===== src/rtl/xs_tile_row_fetcher.sv =====
// Background tile-row fetcher: reads each tile row from SDRAM one 16-bit word at a time,
// queues assembled rows and serialises pixels. Optional WAIT watchdog: BG_FETCH_TIMEOUT_EN.
module xs_tile_row_fetcher #(
  parameter int          PIX_BITS  = 4,
  parameter int          TILE_W    = 16,
  parameter int          CODE_W    = 11,
  parameter int          ROW_W     = 4,
  parameter int          PAL_W     = 3,
  parameter int          DEPTH     = 4,
  parameter logic [24:0] BASE_ADDR = 25'h0,
  parameter int          TIMEOUT   = 255
) (
  input  logic                clk,
  input  logic                RESET,
  input  logic                tile_valid,
  output logic                tile_ready,
  input  logic [CODE_W-1:0]   tile_code,
  input  logic [ROW_W-1:0]    tile_row,
  input  logic                tile_flipx,
  input  logic [PAL_W-1:0]    tile_pal,
  output logic [24:0]         sdr_addr,
  output logic                sdr_req,
  input  logic                sdr_rdy,
  input  logic [15:0]         sdr_data,
  input  logic                pix_en,
  output logic [PIX_BITS-1:0] pix_color,
  output logic [PAL_W-1:0]    pix_pal,
  output logic                pix_valid,
  output logic                underrun
);
  localparam int NW = TILE_W * PIX_BITS / 16;
  localparam int KB = (NW > 1) ? $clog2(NW) : 0;
  localparam int KW = (NW > 1) ? $clog2(NW) : 1;
  localparam int RB = TILE_W * PIX_BITS;
  localparam int PW = (TILE_W > 1) ? $clog2(TILE_W) : 1;
  localparam int AW = (DEPTH > 1) ? $clog2(DEPTH) : 1;
  localparam int CW = $clog2(DEPTH + 1);

  typedef enum logic [1:0] {S_IDLE, S_REQ, S_WAIT, S_STORE} state_t;

  state_t              state_q, state_d;
  logic [CODE_W-1:0]   code_q, code_d;
  logic [ROW_W-1:0]    trow_q, trow_d;
  logic                flip_q, flip_d;
  logic [PAL_W-1:0]    pal_q, pal_d;
  logic [KW-1:0]       k_q, k_d;
  logic [RB-1:0]       row_q, row_d;
  logic                tile_ready_q, tile_ready_d;
  logic                sdr_req_q, sdr_req_d;
  logic [24:0]         sdr_addr_q, sdr_addr_d;
  logic [AW-1:0]       wr_ptr_q, wr_ptr_d, rd_ptr_q, rd_ptr_d;
  logic [CW-1:0]       count_q, count_d;
  logic [PW-1:0]       p_q, p_d;
  logic [PIX_BITS-1:0] pix_color_q, pix_color_d;
  logic [PAL_W-1:0]    pix_pal_q, pix_pal_d;
  logic                pix_valid_q, pix_valid_d;
  logic                underrun_q, underrun_d;

  logic [RB-1:0]       fifo_row  [DEPTH];
  logic                fifo_flip [DEPTH];
  logic [PAL_W-1:0]    fifo_pal  [DEPTH];

  logic                push, pop;
  logic [24:0]         word_off;
  logic [PW-1:0]       pix_idx;

`ifdef BG_FETCH_TIMEOUT_EN
  localparam int TW = $clog2(TIMEOUT + 1);
  logic [TW-1:0] to_cnt_q, to_cnt_d;
`else
  logic unused_timeout;
  assign unused_timeout = |TIMEOUT;
`endif

  // Fields never overlap BASE_ADDR's set bits, so OR-ing in the offset is carry-free.
  assign word_off = (25'(code_q) << (ROW_W + KB + 1)) | (25'(trow_q) << (KB + 1)) | (25'(k_q) << 1);
  assign pix_idx  = fifo_flip[rd_ptr_q] ? (PW'(TILE_W - 1) - p_q) : p_q;

  always_comb begin
    state_d     = state_q;
    code_d      = code_q;
    trow_d      = trow_q;
    flip_d      = flip_q;
    pal_d       = pal_q;
    k_d         = k_q;
    row_d       = row_q;
    sdr_req_d   = 1'b0;
    sdr_addr_d  = sdr_addr_q;
    push        = 1'b0;
    pop         = 1'b0;
    wr_ptr_d    = wr_ptr_q;
    rd_ptr_d    = rd_ptr_q;
    count_d     = count_q;
    p_d         = p_q;
    pix_color_d = pix_color_q;
    pix_pal_d   = pix_pal_q;
    pix_valid_d = pix_valid_q;
    underrun_d  = underrun_q;
`ifdef BG_FETCH_TIMEOUT_EN
    to_cnt_d    = to_cnt_q;
`endif
    case (state_q)
      S_IDLE: if (tile_valid && tile_ready_q) begin
        code_d  = tile_code;
        trow_d  = tile_row;
        flip_d  = tile_flipx;
        pal_d   = tile_pal;
        k_d     = '0;
        state_d = S_REQ;
      end
      S_REQ: begin
        sdr_req_d  = 1'b1;
        sdr_addr_d = BASE_ADDR | word_off;
        state_d    = S_WAIT;
`ifdef BG_FETCH_TIMEOUT_EN
        to_cnt_d   = '0;
`endif
      end
      S_WAIT: begin
        if (sdr_rdy) begin
          row_d[{k_q, 4'b0} +: 16] = sdr_data;
          if (k_q == KW'(NW - 1)) state_d = S_STORE;
          else begin
            k_d     = k_q + KW'(1);
            state_d = S_REQ;
          end
        end
`ifdef BG_FETCH_TIMEOUT_EN
        else if (to_cnt_q == TW'(TIMEOUT)) state_d = S_REQ;
        else to_cnt_d = to_cnt_q + TW'(1);
`endif
      end
      S_STORE: begin
        push    = 1'b1;
        state_d = S_IDLE;
      end
      default: state_d = S_IDLE;
    endcase

    if (pix_en) begin
      if (count_q != '0) begin
        pix_color_d = fifo_row[rd_ptr_q][int'(pix_idx) * PIX_BITS +: PIX_BITS];
        pix_pal_d   = fifo_pal[rd_ptr_q];
        pix_valid_d = 1'b1;
        if (p_q == PW'(TILE_W - 1)) begin
          p_d = '0;
          pop = 1'b1;
        end else p_d = p_q + PW'(1);
      end else begin
        pix_color_d = '0;
        pix_valid_d = 1'b0;
        underrun_d  = 1'b1;
      end
    end

    if (push) wr_ptr_d = wr_ptr_q + AW'(1);
    if (pop)  rd_ptr_d = rd_ptr_q + AW'(1);
    case ({push, pop})
      2'b10:   count_d = count_q + CW'(1);
      2'b01:   count_d = count_q - CW'(1);
      default: ;
    endcase
    // Registered ready looks at next-cycle state so it never over-accepts.
    tile_ready_d = (state_d == S_IDLE) && (count_d != CW'(DEPTH));
  end

  always_ff @(posedge clk) begin
    if (RESET) begin
      state_q      <= S_IDLE;
      code_q       <= '0;
      trow_q       <= '0;
      flip_q       <= 1'b0;
      pal_q        <= '0;
      k_q          <= '0;
      row_q        <= '0;
      tile_ready_q <= 1'b0;
      sdr_req_q    <= 1'b0;
      sdr_addr_q   <= '0;
      wr_ptr_q     <= '0;
      rd_ptr_q     <= '0;
      count_q      <= '0;
      p_q          <= '0;
      pix_color_q  <= '0;
      pix_pal_q    <= '0;
      pix_valid_q  <= 1'b0;
      underrun_q   <= 1'b0;
`ifdef BG_FETCH_TIMEOUT_EN
      to_cnt_q     <= '0;
`endif
    end else begin
      state_q      <= state_d;
      code_q       <= code_d;
      trow_q       <= trow_d;
      flip_q       <= flip_d;
      pal_q        <= pal_d;
      k_q          <= k_d;
      row_q        <= row_d;
      tile_ready_q <= tile_ready_d;
      sdr_req_q    <= sdr_req_d;
      sdr_addr_q   <= sdr_addr_d;
      wr_ptr_q     <= wr_ptr_d;
      rd_ptr_q     <= rd_ptr_d;
      count_q      <= count_d;
      p_q          <= p_d;
      pix_color_q  <= pix_color_d;
      pix_pal_q    <= pix_pal_d;
      pix_valid_q  <= pix_valid_d;
      underrun_q   <= underrun_d;
`ifdef BG_FETCH_TIMEOUT_EN
      to_cnt_q     <= to_cnt_d;
`endif
    end
  end

  always_ff @(posedge clk) begin
    if (push) begin
      fifo_row[wr_ptr_q]  <= row_q;
      fifo_flip[wr_ptr_q] <= flip_q;
      fifo_pal[wr_ptr_q]  <= pal_q;
    end
  end

  assign tile_ready = tile_ready_q;
  assign sdr_req    = sdr_req_q;
  assign sdr_addr   = sdr_addr_q;
  assign pix_color  = pix_color_q;
  assign pix_pal    = pix_pal_q;
  assign pix_valid  = pix_valid_q;
  assign underrun   = underrun_q;
endmodule

===== config.mk =====
export PLATFORM = sky130hd
export DESIGN_NAME = xs_tile_row_fetcher
export DESIGN_NICKNAME = d
export VERILOG_FILES = /design/src/rtl/xs_tile_row_fetcher.sv
export SDC_FILE = /design/constraint.sdc
export NUM_CORES = 1
export LEC_CHECK = 0
export ABC_AREA = 1
export BUFFER_PORTS_ARGS = -buffer_cell sky130_fd_sc_hd__buf_2
export CAP_MARGIN = 30
export CORE_MARGIN = 2
export CORE_UTILIZATION = 55
export DETAILED_ROUTE_END_ITERATION = 16
export PLACE_DENSITY_LB_ADDON = 0.3
export SETUP_SLACK_MARGIN = 0.5
export SLEW_MARGIN = 20
export SYNTH_ARGS = -nofsm -noshare
export SYNTH_HDL_FRONTEND = slang
export SYNTH_SLANG_ARGS = --single-unit

===== constraint.sdc =====
create_clock -name clk -period 5.5 [get_ports clk]
set_input_delay 0.825 -clock clk [delete_from_list [all_inputs] [get_ports clk]]
set_output_delay 0.825 -clock clk [all_outputs]
set_load 0.02 [all_outputs]

== Word level (Yosys, flattened, before mapping) ==
Memories as Yosys holds them, arrays and structs flattened. A register that Yosys moved wholly into a read port is not among the register bits.
Index checks and enable logic that the tools add are counted.

* Bitwise operators: 3
* Eq/ne operators: 11
* Multiplexer cells: 25
* $add $sub $neg: 8
* Shifts and indexed selects: 3
* Reduce and logical (&&, ||, !) cells: 11

{| class="wikitable"
|+ Operators by type and width
! kind !! count
|-
| bitwise mux 64 bit || 1
|-
| variable shift 16 x 8 -> 64 bit, first input constant || 1
|-
| indexed part select 16 x 8 -> 64 bit || 1
|-
| indexed part select 64 x 7 -> 4 bit || 1
|-
| 2-to-1 mux 2 bit || 10
|-
| OR 18 x 3 -> 18 bit || 1
|-
| OR 18 x 7 -> 18 bit || 1
|-
| 2-to-1 mux 4 bit || 3
|-
| equality test 2 bit, second input constant || 4
|-
| 2-to-1 mux 1 bit || 8
|-
| negation 6 -> 8 bit || 1
|-
| case mux 2 bit (4 select lines) || 1
|-
| AND reduction 2 bit || 4
|-
| adder 2 x 1 -> 2 bit, second input constant || 3
|-
| inequality test 2 bit, second input constant || 3
|-
| case mux 3 bit (2 select lines) || 1
|-
| adder 4 x 1 -> 4 bit, second input constant || 1
|-
| equality test 2 x 1 -> 1 bit, second input constant || 2
|-
| equality test 4 bit, second input constant || 1
|-
| logical NOT 2 bit || 2
|-
| case mux 2 bit (2 select lines) || 1
|-
| AND reduction 4 bit || 1
|-
| subtractor 4 bit, first input constant || 1
|-
| adder 3 x 1 -> 3 bit, second input constant || 1
|-
| other kinds (6) || 7
|}

* Word-level logic and storage cells: 81
* Memories: 3
* Flip-flop bits (word level): 131
* Memory bits (writable): 272
* Input port bits: 40

{| class="wikitable"
|+ Memory list
! memory !! depth !! width !! rd ports !! clocked after Yosys merged registers in !! write ports !! line !! text
|-
| fifo_row || 4 || 64 || 1 || 1 || 1 || 59 || <nowiki>logic [RB-1:0] fifo_row [DEPTH];</nowiki>
|-
| fifo_pal || 4 || 3 || 1 || 1 || 1 || 61 || <nowiki>logic [PAL_W-1:0] fifo_pal [DEPTH];</nowiki>
|-
| fifo_flip || 4 || 1 || 1 || 1 || 1 || 60 || <nowiki>logic fifo_flip [DEPTH];</nowiki>
|}

== Logic depth before layout (Yosys ltp) ==
* Depth after elaboration: 8
* Gate-level depth with buffers: 13
* Mapped depth without buffers: 13

== Worst setup path before layout ==
OpenSTA, ideal clock, no wires.

* Kind: register -> register
* Start: register wr_ptr_q[0]
* End: memory fifo_flip[2] (enable)
* Stages on the path, launching flop included: 5
* Clock period less this slack: 3.907 ns
* Arrival: 3.412 ns
* Library setup time: 0.495 ns
* Buffers on the path: 0
* Required time: 5.005 ns
* Slack: 1.593 ns
* Cells stage by stage: dfxtp_1 > inv_1 > ha_1 > inv_1 > nor2_1

{| class="wikitable"
|+ RTL lines
! element !! line !! text
|-
| from (decl) || 51 || <nowiki>logic [AW-1:0] wr_ptr_q, wr_ptr_d, rd_ptr_q, rd_ptr_d;</nowiki>
|-
| from (signal assigned) || 201 || <nowiki>wr_ptr_q <= wr_ptr_d;</nowiki>
|-
| to (decl) || 60 ||
|}

No word-level cell before the write port.

== Worst setup path after layout ==
* Start: register k_q[0]
* End: register row_q[56]

* Word-level cells in the longest chain between the ends: 3
* Elaborated cells on any way between the ends: 4

{| class="wikitable"
|+ RTL lines
! element !! line !! text
|-
| from (decl) || 46 || <nowiki>logic [KW-1:0] k_q, k_d;</nowiki>
|-
| from (signal assigned) || 196 || <nowiki>k_q <= k_d;</nowiki>
|-
| negation 6 -> 8 bit * || 121 || <nowiki>row_d[{k_q, 4'b0} +: 16] = sdr_data;</nowiki>
|-
| indexed part select 16 x 8 -> 64 bit / variable shift 16 x 8 -> 64 bit (equally long branches) || 121 ||
|-
| bitwise mux 64 bit * || 121 ||
|-
| to (signal assigned) || 197 || <nowiki>row_q <= row_d;</nowiki>
|-
| to (decl) || 47 || <nowiki>logic [RB-1:0] row_q, row_d;</nowiki>
|}

Mark *: on every way between the ends. The rest lies on a longest branch, timed or not.
A chain may end at the register's enable or synchronous reset.

==> results by group <==
Run status
  – Outcome: complete, no violations

Power and ir drop
  – Total leakage power: 6.56 nW
  – Flop pwr share: 52.8%
  – Comb power frac: 2.6%
  – Switch Pwr: 1.22 mW
  – Pwr/cell area: 341 mW/mm²
  – Clock Power Share: 44.6%
  – Switch share: 20.0%
  – P_int: 4.89 mW
  – Maximum VDD drop: 0.287 mV

CTS
  – CTS Root Cell: clkbuf_16
  – CTS tree: yes
  – Setup bufs post-CTS: 0
  – Cts repair resizes: 0
  – Worst-Skew Late Latency: 0.53 ns
  – Worst-case clock buffer depth: 3
  – # clock sinks: 400
  – Clock H-tree levels: 2
  – Count of hold-fix buffers inserted at cts: 0
  – CTS Buf Count: 40
  – CTS clk-pin slew, worst paths: 0.06 ns

Floorplan
  – Starting Density: 55.8%
  – Die Area: 0.0304 mm²
  – Die Span X: 174 µm
  – Die extent in y: 174 µm
  – Core box area: 0.0286 mm²
  – IO Count: 76
  – Std-Cell Rows: 62

GRT
  – Largest net degree at the start of global routing: 81
  – Vias in the first global route: 10800
  – GR Util All Layers: 25.3%
  – First-pass GRT wire length: 60000 µm
  – Antenna violations before repair: 0
  – Gr ovfl total: 0

Timing
  – Max Fclk: 308 MHz
  – Slew @ Worst Pin: 0.935 ns
  – Setup TNS: 0 ns
  – Fin. Hold Viols: 0
  – Max Slew Vio Count: 0
  – Final period utilization: 59.1%
  – Final min period: 3.25 ns
  – Setup violators final: 0
  – Clock skew: 0.0196 ns
  – Max_slew headroom: 37.6%
  – Unrepaired setup endpoints after global routing: no
  – Final WS setup: 2.25 ns

Synthesis
  – Seq/Total Area, Yosys: 67.2%
  – Netlist cell types: 32
  – Synth top area share: 51.1%
  – Top cells by area, synth: edfxtp_1 51%, dfxtp_1 16%, nor2_1 5.7%
  – Syn_area_per_cell: 10.4 µm²
  – Synth warnings: 0
  – Mapped Cells: 1530
  – Synthesized area: 0.0160 mm²
  – Post-synthesis register bit count: 400
  – Largest area contributor in the netlist: edfxtp_1

Worst hold path
  – Hold Crit Class: flop to flop

Flow run
  – Maxcap violations: 0

Final layout
  – Share of cells above drive strength 1: 11.8%
  – Fin area: 0.0179 mm²
  – Nets: 1619
  – Final core area utilization: 62.6%
  – Number of diodes: 0
  – Fillers: 2170
  – Finished Layout Cells: 1983
  – Area Growth Syn to Fin: 12.2%

Placement
  – Detailed Place HPWL: 22300 µm
  – Cells after DPL: 1909
  – Post-placement setup slack: 1.86 ns
  – Post-DP Area: 0.0166 mm²
  – Final RePlAce weighted congestion: 0.881
  – # port buffers: 67

Drt
  – Final ANT Viol Nets: 0
  – Pre-antenna DRT Iters: 5
  – Detailed Route WL: 38300 µm
  – DRT iter0 DRCs: 1143
  – Routed wire per std cell: 19.3 µm
  – Vias/cell: 5.80
  – Via count: 11500
  – DRC violations left: 0

Worst setup path
  – WS Path Type: flop to flop
  – Worst path arrival time: 3.71 ns
  – Critical path endpoint category: flop
  – CP max FO: 24
  – Flop-to-flop setup slack: 2.25 ns
  – CP startpoint kind: flop
  – Req. time, crit path: 5.96 ns
## routing by layer
layer,track usage [%],up-vias,wire length [µm],share of wire [%]
li1,-,5353,-,-
met1,34.3,5497,15600,41
met2,40.7,562,17800,46
met3,6.54,89,3970,10
met4,7.00,0,907,2.4
met5,0,-,0,0
## worst max-delay path: stages, from the launching register on
cell	delay [ns]
dfxtp_1	0.93
inv_1	0.26
ha_1	0.31
inv_1	0.67
nand3_1	0.42
or3_1	0.46
a21oi_1	0.12
## synthesized netlist by cell type, drive strengths merged
library cell,count
a21oi,151
a22oi,12
a31oi,4
buf,41
clkbuf,56
conb,1
dfxtp,128
edfxtp,272
fa,1
ha,11
inv,51
nand2,244
nand3,116
nand4,6
nor2,244
nor3,7
o211ai,1
o21ai,114
o21bai,1
o22ai,17
or2,19
or3,28
xnor2,2
xor2,3
## power groups by stage
stage	clock [mW]	sequential (mW)	combinational (mW)
6_report	2.72	3.23	0.157
5_1_grt	2.88	3.23	0.173
4_1_cts	2.74	3.23	0.155
3_5_place_dp	0	3.29	0.155
3_3_place_gp	0	3.29	0.152
2_1_floorplan	0	3.30	0.0867
## cell usage in the layout (no fill, tap or decap), types with 8 or more instances in the layout
cell       count
conb_1         8
clkbuf_1      10
nand3_1      113
ha_1          11
nand2_1      236
o22ai_1       17
clkbuf_16     42
or3_1         28
or2_2         19
buf_2         67
a21oi_1      151
inv_1         49
a22oi_1       12
buf_4         16
dfxtp_1      126
clkinv_2       9
nor2_1       240
o21ai_0      114
clkbuf_8      10
edfxtp_1     272
## kinds of logic after synthesis
family | synth area share, %
AOI/OAI and AO/OA | 9.78
xor gates and xnor gates | 0.321
adders and majority gates | 0.987
buffers and inverters | 4.01
DFF | 67.2
other | 0.0235
and+or+nand+nor | 17.7
## sequential cells by signal, summed over array words and instances (netlist names), named ones only
name and count:
code_q 11, count_q 3, fifo_flip 4, fifo_pal 12
fifo_row 256, flip_q 1, k_q 2, p_q 4
pal_q 3, pix_color 4, pix_pal 3, pix_valid 1
rd_ptr_q 2, row_q 64, sdr_addr 17, sdr_req 1
state_q 2, tile_ready 1, trow_q 4, underrun 1
wr_ptr_q 2
## path summary, 6_finish.rpt
| kind | from | to | depth (start not counted) |
|---|---|---|---|
| setup / recovery | k_q[0] | row_q[56] | 6 |
| hold reg to reg | underrun | underrun | 2 |
| setup reg to reg | k_q[0] | row_q[56] | 6 |
| hold / removal | underrun | underrun | 2 |
## through the flow
step / total power, mW / hold slack, ns
after floorplan: 3.39 / 0.450
after global routing: 6.28 / 0.500
final: 6.11 / 0.473
after CTS: 6.13 / 0.480
after global placement: 3.44 / 0.456
after detailed placement: 3.45 / 0.465
## final cells by class
type	count	area [µm²]	share of cell area, %
clock buffer	62	1230	6.84
clock inverter	12	124	0.691
inverter	51	193	1.08
multi-input combinational	989	4660	26.0
sequential	400	10700	59.9
tap	384	480	2.68
timing repair buffer	85	498	2.78
Power figures use the tool's default switching activity.
